--- src/rtl/temporal_encoder.sv ---
// temporal_encoder
//   Turns a vector of small binary values into a rising-edge temporal code.
//   One vector is replayed over one gamma cycle of GAMMA_CYCLE_WIDTH steps.
//   Line i rises at the step equal to its value and then stays high.
//   A value of GAMMA_CYCLE_WIDTH or more never rises.
//   Each gamma cycle is preceded by a one-cycle gamma_rst pulse.
//   A one-entry shadow buffer allows the next vector to be accepted while
//   the current one is being replayed.
//
// Ports
//   aclk       : clock; all logic is on the rising edge
//   grst       : synchronous active-high reset
//   in_valid   : a value vector is offered on in_values
//   in_ready   : the shadow buffer can accept a vector
//   in_values  : packed values; line i at [i*VAL_WIDTH +: VAL_WIDTH]
//   edges      : registered temporal code, one bit per line
//   gamma_rst  : registered one-cycle pulse ahead of every gamma cycle
//   step       : registered current gamma step (0 outside RUN)
//   busy       : high while in GRST or RUN
module temporal_encoder #(
   parameter int GAMMA_CYCLE_WIDTH = 16,
   parameter int NUM_INPUTS        = 16,
   parameter int VAL_WIDTH         = $clog2(GAMMA_CYCLE_WIDTH) + 1
) (
   input  logic                                  aclk,
   input  logic                                  grst,
   input  logic                                  in_valid,
   output logic                                  in_ready,
   input  logic [NUM_INPUTS*VAL_WIDTH-1:0]       in_values,
   output logic [NUM_INPUTS-1:0]                 edges,
   output logic                                  gamma_rst,
   output logic [$clog2(GAMMA_CYCLE_WIDTH)-1:0]  step,
   output logic                                  busy
);

   localparam int                STEP_W    = $clog2(GAMMA_CYCLE_WIDTH);
   localparam logic [STEP_W-1:0] LAST_STEP = STEP_W'(GAMMA_CYCLE_WIDTH - 1);

   typedef enum logic [1:0] {
      IDLE = 2'd0,
      GRST = 2'd1,
      RUN  = 2'd2
   } state_t;

   state_t                          state_q, state_d;
   logic [STEP_W-1:0]               cnt_q, cnt_d;
   logic                            shadow_full_q;
   logic [NUM_INPUTS*VAL_WIDTH-1:0] shadow_q;
   logic [NUM_INPUTS*VAL_WIDTH-1:0] active_q;
   logic                            accept;
   logic                            load;
   logic [NUM_INPUTS-1:0]           edges_d;
   logic                            gamma_rst_d;

   // A line fires once the step has reached its value. Values that cannot be
   // reached inside a gamma cycle (>= GAMMA_CYCLE_WIDTH) therefore never fire,
   // because the step never exceeds GAMMA_CYCLE_WIDTH-1.
   function automatic logic line_fires(input logic [VAL_WIDTH-1:0] val,
                                       input logic [STEP_W-1:0]    t);
      return val <= VAL_WIDTH'(t);
   endfunction

   // in_ready depends only on the shadow flag and reset, never on in_valid.
   // Gating with grst keeps the buffer closed for the whole reset interval
   // and reopens it on the very first cycle after reset drops.
   assign in_ready = ~shadow_full_q & ~grst;
   assign accept   = in_valid & in_ready;
   assign busy     = (state_q != IDLE);
   assign step     = cnt_q;

   // ---- state register ----
   always_ff @(posedge aclk) begin
      if (grst) begin
         state_q <= IDLE;
      end else begin
         state_q <= state_d;
      end
   end

   // ---- next-state logic ----
   // load marks the edge on which the shadow vector becomes the active one;
   // it always coincides with entering GRST.
   always_comb begin
      state_d = state_q;
      cnt_d   = '0;
      load    = 1'b0;
      case (state_q)
         IDLE: begin
            if (shadow_full_q) begin
               state_d = GRST;
               load    = 1'b1;
            end
         end
         GRST: begin
            state_d = RUN;
         end
         RUN: begin
            if (cnt_q == LAST_STEP) begin
               if (shadow_full_q) begin
                  state_d = GRST;
                  load    = 1'b1;
               end else begin
                  state_d = IDLE;
               end
            end else begin
               cnt_d = cnt_q + STEP_W'(1);
            end
         end
         default: begin
            state_d = IDLE;
         end
      endcase
   end

   // ---- output logic (next values of the registered outputs) ----
   // The active register only changes when entering GRST, so while the next
   // state is RUN the current active_q is already the vector being replayed.
   always_comb begin
      gamma_rst_d = (state_d == GRST);
      edges_d     = '0;
      if (state_d == RUN) begin
         for (int i = 0; i < NUM_INPUTS; i++) begin
            edges_d[i] = line_fires(active_q[i*VAL_WIDTH +: VAL_WIDTH], cnt_d);
         end
      end
   end

   // ---- control, active vector and registered outputs ----
   // The active register resets to all-ones so nothing can fire after reset.
   always_ff @(posedge aclk) begin
      if (grst) begin
         shadow_full_q <= 1'b0;
         active_q      <= '1;
         cnt_q         <= '0;
         edges         <= '0;
         gamma_rst     <= 1'b0;
      end else begin
         // accept and load are never both high: accept needs the shadow empty,
         // load needs it full.
         shadow_full_q <= accept | (shadow_full_q & ~load);
         if (load) begin
            active_q <= shadow_q;
         end
         cnt_q     <= cnt_d;
         edges     <= edges_d;
         gamma_rst <= gamma_rst_d;
      end
   end

   // ---- shadow data (qualified by shadow_full_q, so no reset needed) ----
   always_ff @(posedge aclk) begin
      if (accept) begin
         shadow_q <= in_values;
      end
   end

endmodule

--- config.mk ---
export PLATFORM = sky130hd
export DESIGN_NAME = temporal_encoder
export DESIGN_NICKNAME = d
export VERILOG_FILES = /design/src/rtl/temporal_encoder.sv
export SDC_FILE = /design/constraint.sdc
export NUM_CORES = 1
export LEC_CHECK = 0
export ABC_AREA = 1
export CORE_MARGIN = 3
export CORE_UTILIZATION = 55
export DETAILED_ROUTE_END_ITERATION = 12
export PLACE_DENSITY = 0.8
export SYNTH_ARGS = -nofsm -noshare
export SYNTH_HDL_FRONTEND = slang
export SYNTH_SLANG_ARGS = --single-unit
--- constraint.sdc ---
create_clock -name aclk -period 7.25 [get_ports aclk]
set_clock_uncertainty 0.05 [all_clocks]
set_input_delay 1.45 -clock aclk [delete_from_list [all_inputs] [get_ports aclk]]
set_output_delay 1.45 -clock aclk [all_outputs]
set_load 0.005 [all_outputs]
## Yosys cells after proc, flatten, opt, wreduce, memory -nomap -nowiden

Cells that the tools add are included.

| cells by class | value |
|---|---|
| $add $sub $neg | 1 |
| $lt $le $gt $ge | 16 |
| eq/ne operators | 5 |
| multiplexer cells | 9 |
| bitwise logic cells | 8 |
| reduce and logical (&&, ||, !) cells | 3 |

Operators with widths:

| kind | count |
|---|---|
| <= comparator 5 x 4 -> 1 bit | 16 |
| two-way mux 4 bit | 2 |
| one-hot mux 2 bit (3 select lines) | 1 |
| adder 4 x 1 -> 4 bit (second input constant) | 1 |
| equality test 2 x 1 -> 1 bit (second input constant) | 2 |
| equality test 2 bit (second input constant) | 2 |
| equality test 4 bit (second input constant) | 1 |
| two-way mux 2 bit | 2 |
| inverter 1 bit | 4 |
| AND 1 bit | 3 |
| two-way mux 1 bit | 3 |
| zero test 2 bit | 1 |
| one-hot mux 1 bit (2 select lines) | 1 |
| nonzero test 2 bit | 1 |
| OR reduction 2 bit | 1 |
| bitwise OR 1 bit | 1 |

| storage, ports and cells | value |
|---|---|
| register bits after elaboration | 184 |
| bits of input ports | 83 |
| output and inout bits | 23 |
| logic and storage cells | 49 |

## Depth between registers and ports, before layout

| depth | value |
|---|---|
| depth after elaboration | 6 |
| mapped depth | 11 |
| mapped depth without buffers | 11 |

## Least setup slack after synthesis

Ideal clock, no wire load.

| timing path | value |
|---|---|
| path type | in2reg |
| from | input port grst |
| to | register shadow_q[0] (enable) |
| setup time | 0.434 ns |
| arrival | 3.392 ns |
| data required time | 6.766 ns |
| slack | 3.374 ns |
| cell stages on the path | 4 |
| buffers on the path | 1 |
| path through | buf_2 -> nor2_1 -> nand2_1 -> inv_1 |

| on the way | value |
|---|---|
| word-level cells in the longest chain between the ends | 3 |

Ends and longest elaborated chain:

| what | RTL line | text |
|---|---|---|
| start, declared | 26 | `input logic grst,` |
| inverter 1 bit | 66 | `assign in_ready = ~shadow_full_q & ~grst;` |
| AND 1 bit | 66 |  |
| net in_ready | 28 | `output logic in_ready,` |
| AND 1 bit | 67 | `assign accept = in_valid & in_ready;` |
| net accept | 50 | `logic accept;` |
| end signal, assigned | 153 | `shadow_q <= in_values;` |
| end, declared | 48 | `logic [NUM_INPUTS*VAL_WIDTH-1:0] shadow_q;` |

The timed path passes the listed nets, and every way through them passes these cells.
A chain may end at the register's enable or synchronous reset.

## Final worst setup path

| timing path | value |
|---|---|
| from | input port grst |
| to | output port in_ready |

| on the way | value |
|---|---|
| word-level cells in the longest chain between the ends | 2 |

Ends and longest elaborated chain:

| what | RTL line |
|---|---|
| inverter 1 bit | 66 |
| AND 1 bit | 66 |
| end, declared | 28 |

No other way between the ends.

==> impl_metrics.tcl <==
set metrics [dict create \
    status "complete, no violations" \
    path_class "in -> out" \
    cts_root_buffer "clkbuf_16" \
    power_frac_seq_pct 48.1 \
    min-delay-start "active_q[50]" \
    worstSkewPairLatency_ps 420 \
    r2r_start "step[0]" \
    fmax_mhz 237 \
    post_cts_resized 0 \
    critPathLaunchType "primary input" \
    yosysUniqueCellTypes 22 \
    coreArea_um2 13600 \
    cts_buffers 17 \
    p_total_w 0.00251 \
    maxSlewHeadroom_pct 26.0 \
    final_common_cell "nand3_1" \
    grt.total_usage_pct 20.6 \
    ant_nets 0 \
    cap_violations 0 \
    synth_seq_cells 184 \
    finalCritPeriodShare_pct 58.2 \
    fin_nets 1043 \
    die_x_um 125 \
    rr_worst_depth 11 \
    cts.clk_slew.worst_paths_ps 60 \
    drcViolationCount 0 \
    dpl-instance-area_um2 8900 \
    cts-htree-levels 4 \
    synth.area.top_cells "edfxtp_1, dfxtp_1, nand3_1" \
    min_path_type "reg -> reg" \
    finalSetupViolCount 0 \
    routed-via-count 5586 \
    min_period_ps 4220 \
    p_sw_w 0.000587 \
    io_buffers 105 \
    netSwitchingFraction_pct 23.4 \
    via_per_inst 5.15 \
    synth_nets 948 \
    yosysWarnings 0 \
    start_util_pct 57.4 \
    final.setup.tns_ps 0 \
    ioPinCount 106 \
    rsz0062_at_grt "no" \
    grt_max_degree 83 \
    holdPathStages 2 \
    finalMaxSlewViolations 0 \
    clock_path_buffers 2 \
    hold_end "active_q[50]" \
    synth.avg_cell_area_um2 9.73 \
    cp_data_arrival_time_ps 2720 \
    vdd_drop_max_mv 0.174 \
    crit_required_ps 5750 \
    fillers 1019 \
    hold_ws_ps 407 \
    max_slew.worst_pin.slew_ps 1110 \
    power.leakage_nw 4.11 \
    comb_power_share_pct 12.7 \
    post-synth-top-area-fraction_pct 30.9 \
    die_area_um2 15600 \
    floorplan.rows 42 \
    cp_max_fo 8 \
    antenna_found_initial 0 \
    powerDensity_nw_per_um2 263 \
    fin_area_um2 9550 \
    hold_viol 0 \
    grt_pass1_wl_um 26000 \
    seq_area_frac_synth_pct 57.6 \
    synthCells 800 \
    cts.sinks 184 \
    hpwl_um 9350 \
    yosys.area.top_type "edfxtp_1" \
    area_growth_pct 22.7 \
    gp_congestion 0.764 \
    ctsHoldBuffers 0 \
    tritoncts "yes" \
    dieHeight_um 125 \
    mostFrequentLayoutCells "nand3_1, nand2_1, clkdlybuf4s50_1" \
    r2r-end "edges[2]" \
    wl_per_cell_um 14.1 \
    end_kind "output port" \
    syn_area_um2 7780 \
    grt_remaining_overflow 0 \
    wirelength_um 15300 \
    diodes 0 \
    utilization_pct 70.4 \
    drt-initial-drc-count 373 \
    p_clk_share_pct 39.2 \
    drive_gt1_share_pct 7.60 \
    p_int_w 0.00192 \
    first_global_vias 5544 \
    rrSetupSlack_ps 4410 \
    post_cts_buffers 0 \
    dr.pass1.iters 7 \
]
==> registers in the layout, indices dropped and copies added (netlist names) <==
name,flops
gamma_rst,1
edges,16
shadow_q,80
shadow_full_q,1
state_q,2
step,4
active_q,80
==> power groups by stage <==
stage               Clock, W  Sequential, W  Combinational [W]
finish              0.000984        0.00121           0.000319
global placement           0        0.00123           0.000306
global route         0.00104        0.00122           0.000375
detailed placement         0        0.00123           0.000317
CTS                 0.000995        0.00121           0.000323
floorplan                  0        0.00122           0.000229
==> stage by stage <==
stage | instances | worst slack (ps)
after global routing | 1084 | 2940
after global placement | 1052 | 3070
after detailed placement | 1052 | 3040
after CTS | 1084 | 3040
final | 1084 | 3030
after floorplan | 800 | 3370
==> layout make-up <==
type / instances / area, um^2 / area share [%]
Clock buffer: 26 / 542 / 5.67
Clock inverter: 6 / 105 / 1.10
Inverter: 86 / 324 / 3.39
Multi-Input combinational cell: 495 / 2780 / 29.1
Sequential cell: 184 / 4480 / 47.0
Tap cell: 176 / 220 / 2.31
Timing Repair Buffer: 111 / 1100 / 11.5
==> cells by family (layout without fill, tap and decap cells) <==
family	Yosys count	after routing	share of synthesized area [%]
AOI/OAI and AO/OA	18	18	1.59
buffers and inverters	121	229	6.83
xor gates and xnor gates	1	1	0.113
and+or+nand+nor	411	411	23.4
adders and majority gates	65	65	10.4
DFF	184	184	57.6
==> metal layers <==
layer  up-vias  track usage, %  share of wire (%)
li1       2872               -                  -
met2       103            36.1                 52
met1      2587            24.9                 43
met3        24            4.01                3.5
met5         -               0                  0
met4         0            8.80                2.1
==> Yosys cell counts, drive strengths merged <==
| cell type | instances |
|---|---|
| a21oi | 17 |
| buf | 27 |
| clkbuf | 8 |
| clkinv | 14 |
| dfxtp | 104 |
| edfxtp | 80 |
| ha | 65 |
| inv | 72 |
| nand2 | 155 |
| nand3 | 210 |
| nand3b | 1 |
| nor2 | 44 |
| nor3 | 1 |
| o21ai | 1 |
| xnor2 | 1 |
==> how the worst max path moves through the flow <==
| stage | startpoint | end | slack [ps] | cells after the start |
|---|---|---|---|---|
| floorplan | grst | shadow_q[0] | 3370 | 4 |
| global placement | grst | in_ready | 3070 | 3 |
| detailed placement | grst | in_ready | 3040 | 3 |
| CTS | grst | in_ready | 3040 | 3 |
| global route | grst | in_ready | 2940 | 3 |
| finish | grst | in_ready | 3030 | 3 |
==> critical path, stage by stage <==
cell and delay [ps]:
clkdlybuf4s50_1 540, nor2_1 200, clkdlybuf4s50_1 530
No activity file was read; power rests on OpenSTA's default activity.
==> RTL change 1: new RTL, same settings <==
Change the parameter `NUM_INPUTS` from 16 to 15.
--- a/src/rtl/temporal_encoder.sv
+++ b/src/rtl/temporal_encoder.sv
@@ -21,3 +21,3 @@
    parameter int GAMMA_CYCLE_WIDTH = 16,
-   parameter int NUM_INPUTS        = 16,
+   parameter int NUM_INPUTS        = 15,
    parameter int VAL_WIDTH         = $clog2(GAMMA_CYCLE_WIDTH) + 1
Ports: changed (resized edges and in_values); port bits go from 106 to 100. The function was not compared with the original's and may differ.
==> RTL change 1 against the original RTL <==
  * Synthesized cell count decreased by 5.9%
  * Die area decreased by 5.9%
  * Routed wire length increased by 0.32%
  * Design area decreased by 6.3%
  * Via count decreased by 2.5%
  * Total power decreased by 5.8%
  * Maximum frequency increased by 0.56%
  * Worst hold slack improved by 0.0039 ns
  * Area after synthesis decreased by 6.2%
  * Cell count decreased by 5.3%
  * Worst setup slack improved by 0.024 ns
  * Combinational power decreased by 6%
  * Sequential cell count decreased by 11
  * Critical path type unchanged
  * Largest cell class unchanged
  * Largest power group unchanged
==> RTL change 1: results (changes against the original RTL) <==
metric	value	unit	change
status	completed		
grt met1 use	26.6	%	+1.6 points
clock latency on the worst-skew pair	0.44	ns	+0.02 ns
Unique masters post-synth	19		-14%
final-layout fill cell count	960		-5.8%
layout cells sized above 1	5.38	%	-2.2 points
vias in the first global route	5269		-5.0%
biggest registers after layout	active_q x75, shadow_q x75, edges x15		
WL/cell	14.9	um	+5.9%
sequential fraction of the synthesis area	57.7	%	+0.089 points
drt first pass iters	5		-2
Nets	981		-5.9%
Synth Area in XOR/XNOR	0.120	%	+0.0074 points
number of synthesized flops with an enable pin	75		-6.3%
Synth area leaders	edfxtp_1, dfxtp_1, nand3_1		
Cell Area, Placed	0.00834	mm2	-6.3%
syn_nets	892		-5.9%
pre-CTS WS	3.06	ns	+0.0203 ns
Post-synth top cells	nand3_1, nand2_1, dfxtp_1		
Pleak	3.87	nW	-5.8%
largest net degree at the start of global routing	77		-7.2%
initial DRC count	515		+38%
global-route wire length before repair	24.3	mm	-6.4%
met3 GRT Util	5.31	%	+1.3 points
Slew Limit Headroom	32.5	%	+6.5 points
vias per cell	5.30		+2.9%
Compound-Gate Fraction of Synth Area	1.16	%	-0.43 points
critical path arrival	2.70	ns	-0.02 ns
PortBufs	99		-5.7%
post-synthesis adder-cell area fraction	10.4	%	about the same
GRT Util Overall	21.3	%	+0.64 points
met2 Use GR	35.3	%	-0.77 points
## RTL change 1: path summary, 6_finish.rpt
check | endpoint | slack (ns) | from | cells past startpoint
hold / removal | active_q[73] | 0.41 | active_q[73] | 2
setup reg to reg | edges[0] | 4.39 | step[0] | 11
setup / recovery | in_ready | 3.05 | grst | 3
hold reg to reg | active_q[73] | 0.41 | active_q[73] | 2
## RTL change 1: worst reg2reg max path, stage by stage, from the launching register on
cell and delay (ns):
dfxtp_1 0.36, ha_1 0.26, nand3_1 0.14, nand3_1 0.17, inv_1 0.10, nand2_1 0.58
ha_1 0.63, inv_1 0.05, nor2_1 0.13, nand3_1 0.10, nand3_1 0.10, a21oi_1 0.07
## RTL change 1: metrics by stage
step	hold WS (ns)	cells
floorplan	0.379	753
global placement	0.389	995
detailed placement	0.400	995
CTS	0.416	1027
global route	0.433	1027
finish	0.411	1027
## RTL change 1: logic make-up (layout without fill, tap and decap cells)
logic type      Yosys count  count (layout)
fa+ha+maj                61              61
compound gates           17              17
buf+inv                 116             218
flops                   173             173
xor+xnor                  1               1
simple gates            385             385
## RTL change 1: where the power goes
part	leakage (nW)	switching, W	total [W]	internal (W)
Clock	0.284	0.000376	0.000926	0.000550
Combinational	2.08	0.000172	0.000300	0.000128
Sequential	1.50	0.0000409	0.00114	0.00110
Total	3.87	0.000590	0.00237	0.00178
## RTL change 1: cell type report
cell class,count,area [um2],area share [%]
clock inverters,14,169,1.89
clock buffers,18,439,4.91
well taps,172,215,2.40
repair buffers,104,1030,11.5
flip-flops and latches,173,4210,47.1
multi-input cells,464,2570,28.8
inverters,82,309,3.45
## RTL change 1: metal layers
metal | wire, um | share of wire (%)
met5 | 0 | 0
met3 | 1010 | 6.6
met1 | 6640 | 43
met2 | 7410 | 48
met4 | 257 | 1.7
==> RTL change 2: new RTL, same settings <==
Made on the original files. The 3 states of `state_t` get a one-hot encoding in 3 bits.
--- a/src/rtl/temporal_encoder.sv
+++ b/src/rtl/temporal_encoder.sv
@@ -38,6 +38,6 @@
 
-   typedef enum logic [1:0] {
-      IDLE = 2'd0,
-      GRST = 2'd1,
-      RUN  = 2'd2
+   typedef enum logic [2:0] {
+      IDLE = 3'b001,
+      GRST = 3'b010,
+      RUN  = 3'b100
    } state_t;
Behaviour: same outputs for any inputs over 10 cycles, from zero or initial values and one cycle with grst high; not proved beyond that.
==> RTL change 2 against the original RTL <==
  * First-iteration DRC count is 18% lower
  * Total power is 3.4% lower
  * Highest routed layer unchanged
  * Routed wire length is 4.7% higher
  * Utilization is 4.3 points lower
  * Worst setup slack worse by 0.13 ns
  * Via count is 4.9% higher
  * Combinational power is 13% higher
  * Design area is 10% higher
  * Area after synthesis is 16% higher
  * Largest cell class unchanged
  * Maximum frequency is 2.9% lower
  * Sequential cell count is 1 higher
==> RTL change 2: results (changes against the original RTL) <==
metric	value	unit	change
vias per cell	5.05		-2.0%
M1 WL	7.19	mm	+9.7%
Top Family by Delay on Critical Path	buffers and inverters		
dpl hpwl	10.1	mm	+7.7%
Worst Path Max Fanout	9		+1
Pleak	4.69	nW	+14%
vias in the first global route	5749		+3.7%
met2 WL	7.89	mm	+0.27%
Cell Area, Placed	0.0100	mm2	+12%
syn_nets	988		+4.2%
PortBufs	105		unchanged
layout cells sized above 1	22.5	%	+15 points
Hold EP	active_q[46]		
Synth area leaders	edfxtp_1, dfxtp_1, nand3_2		
final hold viol count	0		unchanged
global-route wire length before repair	27.2	mm	+4.7%
Slew Limit Headroom	18.8	%	-7.3 points
routed wire length	16.0	mm	+4.7%
WL/cell	13.8	um	-2.1%
largest net degree at the start of global routing	82		-1.2%
worst vdd ir	0.184	mV	+6.0%
Antenna diodes	0		unchanged
WHS	0.391	ns	-0.0157 ns
met3 wire len	611	um	+16%
asr flop ratio synth	0	%	unchanged
Unique masters post-synth	26		+18%
R2R setup slack	4.47	ns	+0.06 ns
pre-CTS WS	2.91	ns	-0.124 ns
Post-synth top cells	nand3_2, nand2_1, dfxtp_1		
R2R Path End	edges[15]		
initial DRC count	307		-18%
register share of total power	50.2	%	+2.1 points
Total Power	0.00242	W	-3.4%
CP peak stage delay	0.64	ns	+0.10 ns
highest routed metal layer	met4		
met3 GRT Util	4.05	%	+0.042 points
critical path arrival	2.85	ns	+0.13 ns
GPL Wtd Cong	0.792		+3.7%
clock share of power	35.0	%	-4.2 points
sequential fraction of the synthesis area	50.0	%	-7.6 points
grt met1 use	24.2	%	-0.74 points
switching pwr	0.000614	W	+4.5%
drt first pass iters	4		-3
GRT Util Overall	18.9	%	-1.7 points
post-synthesis cell count	840		+5.0%
met2 Use GR	31.9	%	-4.2 points
status	completed		
dpl cells	1128		+7.2%
worst hold start	shadow_q[46]		
-- RTL change 2: kinds of logic (layout without fill, tap and decap cells) --
family	count (synthesis)	in the layout	share of synthesized area [%]
xor gates and xnor gates	2	2	0.194
and+or+nand+nor	428	428	30.7
DFF	185	185	50.0
buffers and inverters	140	244	8.55
AOI/OAI and AO/OA	20	20	1.57
adders and majority gates	65	65	9.03
-- RTL change 2: how the worst max path moves through the flow --
stage / startpoint / to / slack (ns) / cells after the start
final: grst / in_ready / 2.90 / 3
after global placement: grst / in_ready / 2.96 / 3
after floorplan: grst / shadow_q[0] / 1.97 / 2
after CTS: grst / in_ready / 2.91 / 3
after global routing: grst / in_ready / 2.84 / 3
after detailed placement: grst / in_ready / 2.91 / 3
-- RTL change 2: cell type report --
cell class                 count  area, um2
clock inverter                12        103
sequential                   185       4500
clock buffer                  20        437
timing repair buffer         109       1080
inverter                     103        389
tap                          216        270
fill                        1274       5400
multi-input combinational    515       3760
